`src/rtl/mem_port_arbiter_if.sv`:
```
// mem_port_arbiter_if: fetch, data and memory handshake bundle for the shared memory port.
//   fetch_*  : fetch requester (req/addr in, done/rdata out)
//   data_*   : load/store requester (req/we/addr/wdata in, done/rdata out)
//   mem_*    : single-ported memory handshake (req/we/addr/wdata out, ready/rdata in)
//   bus_err  : sticky timeout flag
//   slave    : arbiter side; master : requester/memory environment side
interface mem_port_arbiter_if #(
    parameter int ADDR_W = 32,
    parameter int DATA_W = 32
);
    logic              fetch_req;
    logic [ADDR_W-1:0] fetch_addr;
    logic              fetch_done;
    logic [DATA_W-1:0] fetch_rdata;
    logic              data_req;
    logic              data_we;
    logic [ADDR_W-1:0] data_addr;
    logic [DATA_W-1:0] data_wdata;
    logic              data_done;
    logic [DATA_W-1:0] data_rdata;
    logic              mem_req;
    logic              mem_we;
    logic [ADDR_W-1:0] mem_addr;
    logic [DATA_W-1:0] mem_wdata;
    logic              mem_ready;
    logic [DATA_W-1:0] mem_rdata;
    logic              bus_err;

    modport slave (
        input  fetch_req, fetch_addr, data_req, data_we, data_addr, data_wdata,
               mem_ready, mem_rdata,
        output fetch_done, fetch_rdata, data_done, data_rdata,
               mem_req, mem_we, mem_addr, mem_wdata, bus_err
    );

    modport master (
        output fetch_req, fetch_addr, data_req, data_we, data_addr, data_wdata,
               mem_ready, mem_rdata,
        input  fetch_done, fetch_rdata, data_done, data_rdata,
               mem_req, mem_we, mem_addr, mem_wdata, bus_err
    );
endinterface

```
`src/rtl/mem_port_arbiter.sv`:
```
// mem_port_arbiter: shares one memory port between fetch and load/store with fairness and timeout.
//   clk   : rising-edge clock
//   rst_n : asynchronous active-low reset
//   bus   : mem_port_arbiter_if.slave (requesters, memory handshake, bus_err)
module mem_port_arbiter #(
    parameter int ADDR_W     = 32,
    parameter int DATA_W     = 32,
    parameter int FAIR_LIMIT = 4,
    parameter int TIMEOUT    = 64
) (
    input logic clk,
    input logic rst_n,
    mem_port_arbiter_if.slave bus
);
    typedef enum logic [1:0] {IDLE, WAIT, RESP} state_t;

    state_t            state_q, state_d;
    logic              owner_q, owner_d;
    logic              we_q, we_d;
    logic [ADDR_W-1:0] addr_q, addr_d;
    logic [DATA_W-1:0] wdata_q, wdata_d;
    logic [DATA_W-1:0] rdata_q, rdata_d;
    logic [3:0]        fair_q, fair_d;
    logic [7:0]        wait_q, wait_d;
    logic              err_q, err_d;
    logic              fdone_q, fdone_d;
    logic              ddone_q, ddone_d;
    logic              grant_f;

    // Data has priority unless it has already taken FAIR_LIMIT grants ahead of a waiting fetch.
    assign grant_f = bus.fetch_req && (!bus.data_req || fair_q == 4'(FAIR_LIMIT));

    always_comb begin
        state_d = state_q;
        owner_d = owner_q;
        we_d    = we_q;
        addr_d  = addr_q;
        wdata_d = wdata_q;
        rdata_d = rdata_q;
        fair_d  = fair_q;
        wait_d  = wait_q;
        err_d   = err_q;
        fdone_d = 1'b0;
        ddone_d = 1'b0;
        case (state_q)
            IDLE: if (bus.fetch_req || bus.data_req) begin
                state_d = WAIT;
                owner_d = !grant_f;
                we_d    = !grant_f && bus.data_we;
                addr_d  = grant_f ? bus.fetch_addr : bus.data_addr;
                wdata_d = grant_f ? wdata_q : bus.data_wdata;
                wait_d  = '0;
                fair_d  = (grant_f || !bus.fetch_req) ? 4'd0 :
                          (fair_q == 4'(FAIR_LIMIT)) ? fair_q : fair_q + 4'd1;
            end
            WAIT: begin
                wait_d = wait_q + 8'd1;
                if (bus.mem_ready || wait_q == 8'(TIMEOUT - 1)) begin
                    state_d = RESP;
                    rdata_d = bus.mem_ready ? bus.mem_rdata : '0;
                    err_d   = err_q || !bus.mem_ready;
                    fdone_d = !owner_q;
                    ddone_d = owner_q;
                end
            end
            RESP: state_d = IDLE;
            default: state_d = IDLE;
        endcase
    end

    always_ff @(posedge clk or negedge rst_n) begin
        if (!rst_n) begin
            state_q <= IDLE;
            owner_q <= 1'b0;
            we_q    <= 1'b0;
            addr_q  <= '0;
            wdata_q <= '0;
            rdata_q <= '0;
            fair_q  <= '0;
            wait_q  <= '0;
            err_q   <= 1'b0;
            fdone_q <= 1'b0;
            ddone_q <= 1'b0;
        end else begin
            state_q <= state_d;
            owner_q <= owner_d;
            we_q    <= we_d;
            addr_q  <= addr_d;
            wdata_q <= wdata_d;
            rdata_q <= rdata_d;
            fair_q  <= fair_d;
            wait_q  <= wait_d;
            err_q   <= err_d;
            fdone_q <= fdone_d;
            ddone_q <= ddone_d;
        end
    end

    // mem_req decodes the state register, so an async reset drops it immediately.
    assign bus.mem_req     = state_q == WAIT;
    assign bus.mem_we      = we_q;
    assign bus.mem_addr    = addr_q;
    assign bus.mem_wdata   = wdata_q;
    assign bus.fetch_done  = fdone_q;
    assign bus.data_done   = ddone_q;
    assign bus.fetch_rdata = rdata_q;
    assign bus.data_rdata  = rdata_q;
    assign bus.bus_err     = err_q;
endmodule

```
`src/flat_wrapper.sv`:
```
// flat-port wrapper written by rule: the top's interface ports become plain ports
module mem_port_arbiter_flat 
#(
    parameter int ADDR_W     = 32,
    parameter int DATA_W     = 32,
    parameter int FAIR_LIMIT = 4,
    parameter int TIMEOUT    = 64
)
  (clk, rst_n, bus_fetch_req, bus_fetch_addr, bus_data_req, bus_data_we, bus_data_addr, bus_data_wdata, bus_mem_ready, bus_mem_rdata, bus_fetch_done, bus_fetch_rdata, bus_data_done, bus_data_rdata, bus_mem_req, bus_mem_we, bus_mem_addr, bus_mem_wdata, bus_bus_err);
  mem_port_arbiter_if #(.ADDR_W(ADDR_W), .DATA_W(DATA_W)) bus_i ();
  input logic clk;
  input logic rst_n;
  input wire logic [$bits(bus_i.fetch_req)-1:0] bus_fetch_req;
  input wire logic [$bits(bus_i.fetch_addr)-1:0] bus_fetch_addr;
  input wire logic [$bits(bus_i.data_req)-1:0] bus_data_req;
  input wire logic [$bits(bus_i.data_we)-1:0] bus_data_we;
  input wire logic [$bits(bus_i.data_addr)-1:0] bus_data_addr;
  input wire logic [$bits(bus_i.data_wdata)-1:0] bus_data_wdata;
  input wire logic [$bits(bus_i.mem_ready)-1:0] bus_mem_ready;
  input wire logic [$bits(bus_i.mem_rdata)-1:0] bus_mem_rdata;
  output wire logic [$bits(bus_i.fetch_done)-1:0] bus_fetch_done;
  output wire logic [$bits(bus_i.fetch_rdata)-1:0] bus_fetch_rdata;
  output wire logic [$bits(bus_i.data_done)-1:0] bus_data_done;
  output wire logic [$bits(bus_i.data_rdata)-1:0] bus_data_rdata;
  output wire logic [$bits(bus_i.mem_req)-1:0] bus_mem_req;
  output wire logic [$bits(bus_i.mem_we)-1:0] bus_mem_we;
  output wire logic [$bits(bus_i.mem_addr)-1:0] bus_mem_addr;
  output wire logic [$bits(bus_i.mem_wdata)-1:0] bus_mem_wdata;
  output wire logic [$bits(bus_i.bus_err)-1:0] bus_bus_err;
  assign bus_i.fetch_req = bus_fetch_req;
  assign bus_i.fetch_addr = bus_fetch_addr;
  assign bus_i.data_req = bus_data_req;
  assign bus_i.data_we = bus_data_we;
  assign bus_i.data_addr = bus_data_addr;
  assign bus_i.data_wdata = bus_data_wdata;
  assign bus_i.mem_ready = bus_mem_ready;
  assign bus_i.mem_rdata = bus_mem_rdata;
  assign bus_fetch_done = bus_i.fetch_done;
  assign bus_fetch_rdata = bus_i.fetch_rdata;
  assign bus_data_done = bus_i.data_done;
  assign bus_data_rdata = bus_i.data_rdata;
  assign bus_mem_req = bus_i.mem_req;
  assign bus_mem_we = bus_i.mem_we;
  assign bus_mem_addr = bus_i.mem_addr;
  assign bus_mem_wdata = bus_i.mem_wdata;
  assign bus_bus_err = bus_i.bus_err;
  mem_port_arbiter #(.ADDR_W(ADDR_W), .DATA_W(DATA_W), .FAIR_LIMIT(FAIR_LIMIT), .TIMEOUT(TIMEOUT)) u_core (.clk(clk), .rst_n(rst_n), .bus(bus_i));
endmodule
```
`config.mk`:
```
export PLATFORM = sky130hd
export DESIGN_NAME = mem_port_arbiter_flat
export DESIGN_NICKNAME = d
export VERILOG_FILES = /design/src/rtl/mem_port_arbiter_if.sv /design/src/rtl/mem_port_arbiter.sv /design/src/flat_wrapper.sv
export SDC_FILE = /design/constraint.sdc
export NUM_CORES = 1
export LEC_CHECK = 0
export BUFFER_PORTS_ARGS = -buffer_cell sky130_fd_sc_hd__buf_2
export CAP_MARGIN = 30
export CORE_ASPECT_RATIO = 1.1
export CORE_MARGIN = 2
export CORE_UTILIZATION = 35
export DETAILED_ROUTE_END_ITERATION = 8
export PLACE_DENSITY = 0.71
export SLEW_MARGIN = 20
export SYNTH_ARGS = -nofsm -noshare
export SYNTH_HDL_FRONTEND = slang
export SYNTH_SLANG_ARGS = --single-unit
```
`constraint.sdc`:
```
create_clock -name clk -period 2.1 [get_ports clk]
set_clock_uncertainty 0.15 [all_clocks]
set_input_delay 0.42 -clock clk [delete_from_list [all_inputs] [get_ports clk]]
set_output_delay 0.42 -clock clk [all_outputs]
set_load 0.01 [all_outputs]
```
==> results of run 1 <==
[critical path, cell delays in order (launching register included)]
cell and delay, ps:
sky130_fd_sc_hd__dfrtp_1 400, sky130_fd_sc_hd__inv_1 80, sky130_fd_sc_hd__ha_1 150, sky130_fd_sc_hd__nand3b_1 140, sky130_fd_sc_hd__a21bo_1 290, sky130_fd_sc_hd__nand2_8 230
sky130_fd_sc_hd__mux2_2 380
[placed cells by master (no fill, tap or decap), types with 4 or more instances in the layout]
cell type	count
sky130_fd_sc_hd__dfrtp_1	115
sky130_fd_sc_hd__mux2_1	4
sky130_fd_sc_hd__o21ai_0	7
sky130_fd_sc_hd__nand2_1	44
sky130_fd_sc_hd__clkbuf_16	17
sky130_fd_sc_hd__buf_4	11
sky130_fd_sc_hd__buf_2	265
sky130_fd_sc_hd__bufinv_16	5
sky130_fd_sc_hd__mux2_2	28
sky130_fd_sc_hd__a21oi_1	64
sky130_fd_sc_hd__inv_1	6
sky130_fd_sc_hd__nor2_1	38
sky130_fd_sc_hd__nand3_1	6
sky130_fd_sc_hd__a22o_1	32
[power by group through the flow]
stage          Combinational [mW]  Clock [mW]  Sequential (mW)
2_1_floorplan                2.30           0             4.27
3_3_place_gp                 4.08           0             3.87
3_5_place_dp                 4.18           0             3.86
4_1_cts                      4.21        3.25             3.85
5_1_grt                      4.62        3.37             3.99
6_report                     4.15        3.18             3.84
[flip-flops by register name (all words and copies together) (netlist names), 2 cells and up]
name                   flops
u_core.bus.data_rdata     32
u_core.bus.mem_addr       32
u_core.bus.mem_wdata      32
u_core.fair_q              4
u_core.state_q             2
u_core.wait_q              8
[through the flow]
stage                     total power, mW  std cells  worst slack [ps]
after detailed placement             8.04        844              11.0
final                                11.2        881               154
after global placement               7.95        844              95.1
after CTS                            11.3        878              41.6
after floorplan                      6.57        436               242
after global routing                 12.0        880              32.4
[cell type report]
type,instances,share of cell area (%)
Timing Repair Buffer,280,21.3
Tap cell,188,3.39
Antenna cell,2,0.0722
Multi-Input combinational cell,257,23.9
Clock buffer,23,6.90
Inverter,7,0.379
Clock inverter,9,2.53
Sequential cell,115,41.5
[repair_timing]
item	CTS	global route
endpoints found under the hold margin	28	0
hold buffers	1	0
setup endpoints to repair	22	64
buffers inserted	0	1
gates cloned	1	0
pin swaps	0	1
resized for setup	1	1
[cell families (layout without fill, tap and decap cells)]
family | after synthesis | in the layout | synth area share [%]
buffers and inverters | 65 | 319 | 8.66
muxes | 34 | 34 | 7.72
and+or+nand+nor | 101 | 101 | 9.07
adders and majority gates | 3 | 3 | 0.762
other | 0 | 2 | 0
AOI/OAI and AO/OA | 117 | 118 | 15.2
DFF | 115 | 115 | 58.4
xor gates and xnor gates | 1 | 1 | 0.178
[routing by layer]
| metal | vias up | track usage [%] | wire (um) |
|---|---|---|---|
| li1 | 1981 | - | - |
| met1 | 1989 | 19.8 | 5300 |
| met2 | 209 | 29.2 | 6550 |
| met3 | 21 | 5.32 | 1100 |
| met4 | 0 | 7.96 | 265 |
| met5 | - | 0 | 0 |
[path summary, 6_finish.rpt]
kind	start	endpoint	slack, ps	cells past startpoint
setup / recovery	u_core.fair_q[1]$_DFFE_PN0P_	u_core.bus.mem_wdata[19]$_DFFE_PN0P_	150	6
hold / removal	bus_data_wdata[12]	u_core.bus.mem_wdata[12]$_DFFE_PN0P_	80	2
setup reg to reg	u_core.fair_q[1]$_DFFE_PN0P_	u_core.bus.mem_wdata[19]$_DFFE_PN0P_	150	6
hold reg to reg	u_core.owner_q$_DFFE_PN0P_	u_core.bus.fetch_done$_DFF_PN0_	270	1
max in group asynchronous	rst_n	u_core.bus.data_rdata[27]$_DFFE_PN0P_	860	3
min in group asynchronous	rst_n	u_core.bus.mem_wdata[3]$_DFFE_PN0P_	340	2
==> out/metrics.yaml, run 1 <==
outcome: "finished, final reports clean"
synth.ff_latch_count: 115
synthDominantAreaCellType: "sky130_fd_sc_hd__dfrtp_1"
post-synth-top-area-fraction_pct: 58.4
fin_util_pct: 50.2
clkPwrFrac_pct: 28.4
clkSinkCount: 115
detail_route.first_pass.iterations: 4
rsz0062_at_grt: "no"
fin_worst_hold_slack_ps: 76.6
postSynthAreaPerCell_sq_um: 11.3
input_output_buffers: 266
detail_route.vias_per_cell: 4.77
floorplan.initialDensity_pct: 35.7
placement_rows: 45
i_o_pins: 267
timing.slew.headroom_pct: 64.4
first_global_vias: 3916
start_kind: "flop"
net_switching_fraction_of_the_power_pct: 34.4
worst-endpoint-arrival_ps: 2080
drive_gt1_share_pct: 49.8
area_growth_syn_to_layout_pct: 40.7
fin_nets: 815
synth.area.top_cells: "sky130_fd_sc_hd__dfrtp_1 (58%), sky130_fd_sc_hd__a21oi_1 (6.5%), sky130_fd_sc_hd__mux2_2 (6.4%)"
final_period_minus_worst_setup_slack_ps: 1950
async_reset_ff_share_pct: 100
mappedNetlistArea_sq_um: 4930
dpl_cell_area_sq_um: 6230
period_share_pct: 92.6
worst_path_required_time_ps: 2240
pwr-share-seq_pct: 34.4
drt-wirelength-per-cell_um: 15.0
die_y_um: 128
ys.flop_type: "sky130_fd_sc_hd__dfrtp_1"
power_density_nw_per_um2: 1610
multi_input_area_sq_um: 1660
via_count: 4200
drt-initial-drc-count: 153
core_region_area_sq_um: 13800
worst_ir_drop_vdd_uv: 614
leading_cell_type_by_number_of_instances_after_synthesis: "sky130_fd_sc_hd__dfrtp_1"
synth.distinct_cells: 40
critical_path.max_fanout: 33
clockRootBuffer: "sky130_fd_sc_hd__clkbuf_16"
number_of_synthesized_flops_with_an_enable_pin: 0
floorplan.die_area_sq_um: 15000
ant_nets: 0
final-hold-violation-count: 0
syn-num-nets: 573
finalWeightedCongestion: 0.787
post_cts_clock_slew_at_the_launch_and_capture_registers_of_the_worst_setup_and_hold_paths_ps: 50
clock_insertion_delay_worst_skew_ps: 400
achievable-frequency_mhz: 514
hpwlAfterDp_um: 9230
die_width_um: 117
worst_setup_path_end_kind: "flop"
timing.setup.tns_ps: 0
grt_first_pass_wirelength_um: 19600
maxCapViolations: 0
min_path_type: "primary input to flop"
antenna_found_initial: 2
setup_viol: 0
groute.usage.overall_pct: 17.2
cell_internal_power_mw: 7.33
layout.filler_cells: 1241
cts_tree: "yes"
drv_slew: 0
grt.overflow.total: 0
drc: 0
comb_power_share_pct: 37.2
grt_max_degree: 50
clock_tree.buffer_depth: 2
finalWirelength_um: 13200
area.sequential_sq_um: 2880
tightest_slew_ps: 533
ys_warn_count: 0
cts_made_buffers: 17
crit_type: "flop to flop"
switching_power_mw: 3.85
power.leakage_nw: 3.56
post_synth_inst_count: 436
finalInstanceArea_sq_um: 6930
seq_area_frac_synth_pct: 58.4
htree_num_levels: 4
synth_top_cells_by_count: "sky130_fd_sc_hd__dfrtp_1 (115), sky130_fd_sc_hd__a21oi_1 (64), sky130_fd_sc_hd__nand2_1 (44)"
Note: power is estimated with default switching activity, not from simulation.
==> run 2: changes to the inputs <==
--- a/config.mk
+++ b/config.mk
@@ -5,13 +5,15 @@
 export SDC_FILE = /design/constraint.sdc
 export NUM_CORES = 1
 export LEC_CHECK = 0
+export ABC_AREA = 1
 export BUFFER_PORTS_ARGS = -buffer_cell sky130_fd_sc_hd__buf_2
 export CAP_MARGIN = 30
 export CORE_ASPECT_RATIO = 1.1
 export CORE_MARGIN = 2
 export CORE_UTILIZATION = 35
 export DETAILED_ROUTE_END_ITERATION = 8
-export PLACE_DENSITY = 0.71
+export HOLD_SLACK_MARGIN = 0.06
+export PLACE_DENSITY = 0.69
 export SLEW_MARGIN = 20
 export SYNTH_ARGS = -nofsm -noshare
 export SYNTH_HDL_FRONTEND = slang
==> run 2 against run 1 <==
Effect of this change: maximum frequency is 1.2% higher; total power fell by 4.8%; critical path depth decreased by 2; highest routed layer unchanged; first-iteration DRC count up 88%; largest cell class unchanged; core utilization decreased by 2.6 points.
==> out/metrics.yaml, run 2 <==
outcome: "finished, final reports clean"  # unchanged
comb_power_share_pct: 39.0  # was 37.2%
post-synth-top-area-fraction_pct: 52.2  # was 58.4%
floorplan.die_area_sq_um: 16800  # was 15000 sq um
async_reset_ff_share_pct: 100  # unchanged
finalWirelength_um: 14300  # was 13200 um
die_y_um: 136  # was 128 um
drc: 0  # unchanged
synth.distinct_cells: 22  # was 40
synthDominantAreaCellType: "sky130_fd_sc_hd__dfrtp_1"  # unchanged
leading_cell_type_by_number_of_instances_after_synthesis: "sky130_fd_sc_hd__nand2_1"  # was sky130_fd_sc_hd__dfrtp_1
most_common_library_cell_in_the_layout_ignoring_fill_and_taps: "sky130_fd_sc_hd__buf_2"  # unchanged
pwr-share-seq_pct: 35.5  # was 34.4%
grt_max_degree: 56  # was 50
finalInstanceArea_sq_um: 7420  # was 6930 sq um
worst_ir_drop_vdd_uv: 541  # was 614 uV
achievable-frequency_mhz: 520  # was 514 MHz
synth.ff_latch_count: 115  # unchanged
cell_internal_power_mw: 6.59  # was 7.33 mW
dpl_cell_area_sq_um: 6840  # was 6230 sq um
period_share_pct: 91.5  # was 92.6%
mostFrequentLayoutCells: "sky130_fd_sc_hd__buf_2 (265), sky130_fd_sc_hd__nand2_1 (261), sky130_fd_sc_hd__nand3_1 (139)"  # was sky130_fd_sc_hd__buf_2 (265), sky130_fd_sc_hd__dfrtp_1 (115), sky130_fd_sc_hd__a21oi_1 (64)
switching_power_mw: 4.05  # was 3.85 mW
start_kind: "flop"  # unchanged
crit_type: "flop to output port"  # was flop to flop
die_width_um: 124  # was 117 um
number_of_synthesized_flops_with_an_enable_pin: 0  # unchanged
ant_nets: 0  # unchanged
clock_insertion_delay_worst_skew_ps: 410  # was 400 ps
fin_nets: 1071  # was 815
area.sequential_sq_um: 2880  # unchanged
i_o_pins: 267  # unchanged
cts_tree: "yes"  # unchanged
worst_setup_path_end_kind: "output port"  # was flop
timing.slew.headroom_pct: 68.1  # was 64.4%
drv_slew: 0  # unchanged
placement_rows: 48  # was 45
power.leakage_nw: 4.48  # was 3.56 nW
floorplan.initialDensity_pct: 35.4  # was 35.7%
detail_route.first_pass.iterations: 4  # unchanged
mappedNetlistArea_sq_um: 5510  # was 4930 sq um
fin_util_pct: 47.7  # was 50.2%
clockRootBuffer: "sky130_fd_sc_hd__clkbuf_16"  # unchanged
input_output_buffers: 266  # unchanged
ys_warn_count: 0  # unchanged
fin_worst_hold_slack_ps: 86.1  # was 76.6 ps
drt-initial-drc-count: 287  # was 153
synth_top_cells_by_count: "sky130_fd_sc_hd__nand2_1 (262), sky130_fd_sc_hd__nand3_1 (139), sky130_fd_sc_hd__dfrtp_1 (115)"  # was sky130_fd_sc_hd__dfrtp_1 (115), sky130_fd_sc_hd__a21oi_1 (64), sky130_fd_sc_hd__nand2_1 (44)
power_density_nw_per_um2: 1430  # was 1610 nW/um^2
net_switching_fraction_of_the_power_pct: 38.0  # was 34.4%
worst_path_required_time_ps: 1530  # was 2240 ps
ys.flop_type: "sky130_fd_sc_hd__dfrtp_1"  # unchanged
finalWeightedCongestion: 0.807  # was 0.787
hpwlAfterDp_um: 10300  # was 9230 um
first_global_vias: 4646  # was 3916
worst-endpoint-arrival_ps: 1350  # was 2080 ps
detail_route.vias_per_cell: 4.49  # was 4.77
final-hold-violation-count: 0  # unchanged
syn-num-nets: 841  # was 573
drt-wirelength-per-cell_um: 12.5  # was 15.0 um
rsz0062_at_grt: "no"  # unchanged
tightest_slew_ps: 479  # was 533 ps
area_growth_syn_to_layout_pct: 34.5  # was 40.7%
grt.overflow.total: 0  # unchanged
post_cts_clock_slew_at_the_launch_and_capture_registers_of_the_worst_setup_and_hold_paths_ps: 50  # about the same
maxCapViolations: 0  # unchanged
timing.setup.tns_ps: 0  # unchanged
seq_area_frac_synth_pct: 52.2  # was 58.4%
htree_num_levels: 4  # unchanged
cts_made_buffers: 17  # unchanged
post_synth_inst_count: 704  # was 436
groute.usage.overall_pct: 17.0  # was 17.2%
via_count: 5145  # was 4200
drive_gt1_share_pct: 33.6  # was 49.8%
core_region_area_sq_um: 15600  # was 13800 sq um
layout.filler_cells: 1542  # was 1241
antennaDiodeCount: 0  # was 2
setup_viol: 0  # unchanged
clock_tree.buffer_depth: 2  # unchanged
multi_input_area_sq_um: 1880  # was 1660 sq um
synth.area.top_cells: "sky130_fd_sc_hd__dfrtp_1 (52%), sky130_fd_sc_hd__nand2_1 (18%), sky130_fd_sc_hd__nand3_1 (13%)"  # was sky130_fd_sc_hd__dfrtp_1 (58%), sky130_fd_sc_hd__a21oi_1 (6.5%), sky130_fd_sc_hd__mux2_2 (6.4%)
clkPwrFrac_pct: 25.5  # was 28.4%
postCtsSetupBuffers: 0  # unchanged
critical_path.max_fanout: 20  # was 33
final_period_minus_worst_setup_slack_ps: 1920  # was 1950 ps
grt_first_pass_wirelength_um: 22200  # was 19600 um
clkSinkCount: 115  # unchanged
postSynthAreaPerCell_sq_um: 7.83  # was 11.3 sq um
min_path_type: "primary input to flop"  # unchanged
antenna_found_initial: 0  # was 2
==> run 2: changes by cell type after synthesis, moves of 4 or more <==
cell	delta
sky130_fd_sc_hd__inv_1	+77
sky130_fd_sc_hd__a22o_1	-32
sky130_fd_sc_hd__nor2_1	-28
sky130_fd_sc_hd__buf_6	-4
sky130_fd_sc_hd__buf_2	+4
sky130_fd_sc_hd__mux2_2	-28
sky130_fd_sc_hd__a21oi_1	-60
sky130_fd_sc_hd__nand2_1	+218
sky130_fd_sc_hd__clkbuf_1	+9
sky130_fd_sc_hd__buf_4	+6
sky130_fd_sc_hd__mux2_1	-4
sky130_fd_sc_hd__nand3_1	+133
==> run 2: metrics by stage <==
stage	setup slack, ps	instances	total power, mW
CTS	51.7	1146	10.8
finish	177	1146	10.6
global route	66.1	1146	11.5
global placement	335	1114	7.94
detailed placement	259	1114	8.02
floorplan	527	704	6.49
==> run 2: path summary, 6_finish.rpt <==
| check | startpoint | to | slack [ps] | cells past startpoint |
|---|---|---|---|---|
| worst max-delay path | u_core.state_q[1]$_DFFE_PN0P_ | bus_mem_req | 180 | 4 |
| worst min-delay path | bus_data_wdata[12] | u_core.bus.mem_wdata[12]$_DFFE_PN0P_ | 90 | 3 |
| worst min register to register | u_core.owner_q$_DFFE_PN0P_ | u_core.bus.fetch_done$_DFF_PN0_ | 280 | 1 |
| min in group asynchronous | rst_n | u_core.bus.data_rdata[6]$_DFFE_PN0P_ | 370 | 2 |
| max in group asynchronous | rst_n | u_core.bus.mem_addr[24]$_DFFE_PN0P_ | 810 | 3 |
| worst max register to register | u_core.fair_q[0]$_DFFE_PN0P_ | u_core.bus.mem_addr[11]$_DFFE_PN0P_ | 290 | 9 |
==> run 2: critical path: stages (launching register included) <==
cell,delay (ps)
sky130_fd_sc_hd__dfrtp_1,370
sky130_fd_sc_hd__inv_1,70
sky130_fd_sc_hd__nand2_1,120
sky130_fd_sc_hd__inv_4,200
sky130_fd_sc_hd__buf_2,170
==> run 2: metal layers <==
metal  GRT usage, %  wire length (um)  up-vias
met5              0                 0        -
met3           5.09              1170       17
met2           27.9              6870      207
met4           6.76               249        0
li1               -                 -     2611
met1           20.8              6020     2310
==> run 2: cells by family (layout without fill, tap and decap cells) <==
logic type | count (synthesis) | after routing | synth area share [%]
fa+ha+maj | 3 | 3 | 0.681
compound gates | 14 | 14 | 1.36
flops | 115 | 115 | 52.2
simple gates | 417 | 417 | 31.9
buf+inv | 155 | 397 | 13.8
==> run 2: power groups by stage <==
stage | Clock (mW) | Sequential (mW) | Combinational [mW]
after floorplan | 0 | 4.22 | 2.27
after global placement | 0 | 3.78 | 4.16
after detailed placement | 0 | 3.78 | 4.24
after CTS | 2.80 | 3.78 | 4.23
after global routing | 2.88 | 3.92 | 4.71
final | 2.72 | 3.77 | 4.15
==> run 2: what timing repair did <==
action,CTS,global route
hold buffers,1,0
resized for setup,0,2
setup endpoints to repair,0,1
hold endpoints to repair,33,0
==> run 2: final cells by class <==
cell class	count	share of cell area (%)
tap	200	3.37
clock buffer	22	6.53
inverter	84	4.28
sequential	115	38.8
multi-input combinational	434	25.3
timing repair buffer	282	20.6
clock inverter	9	1.08
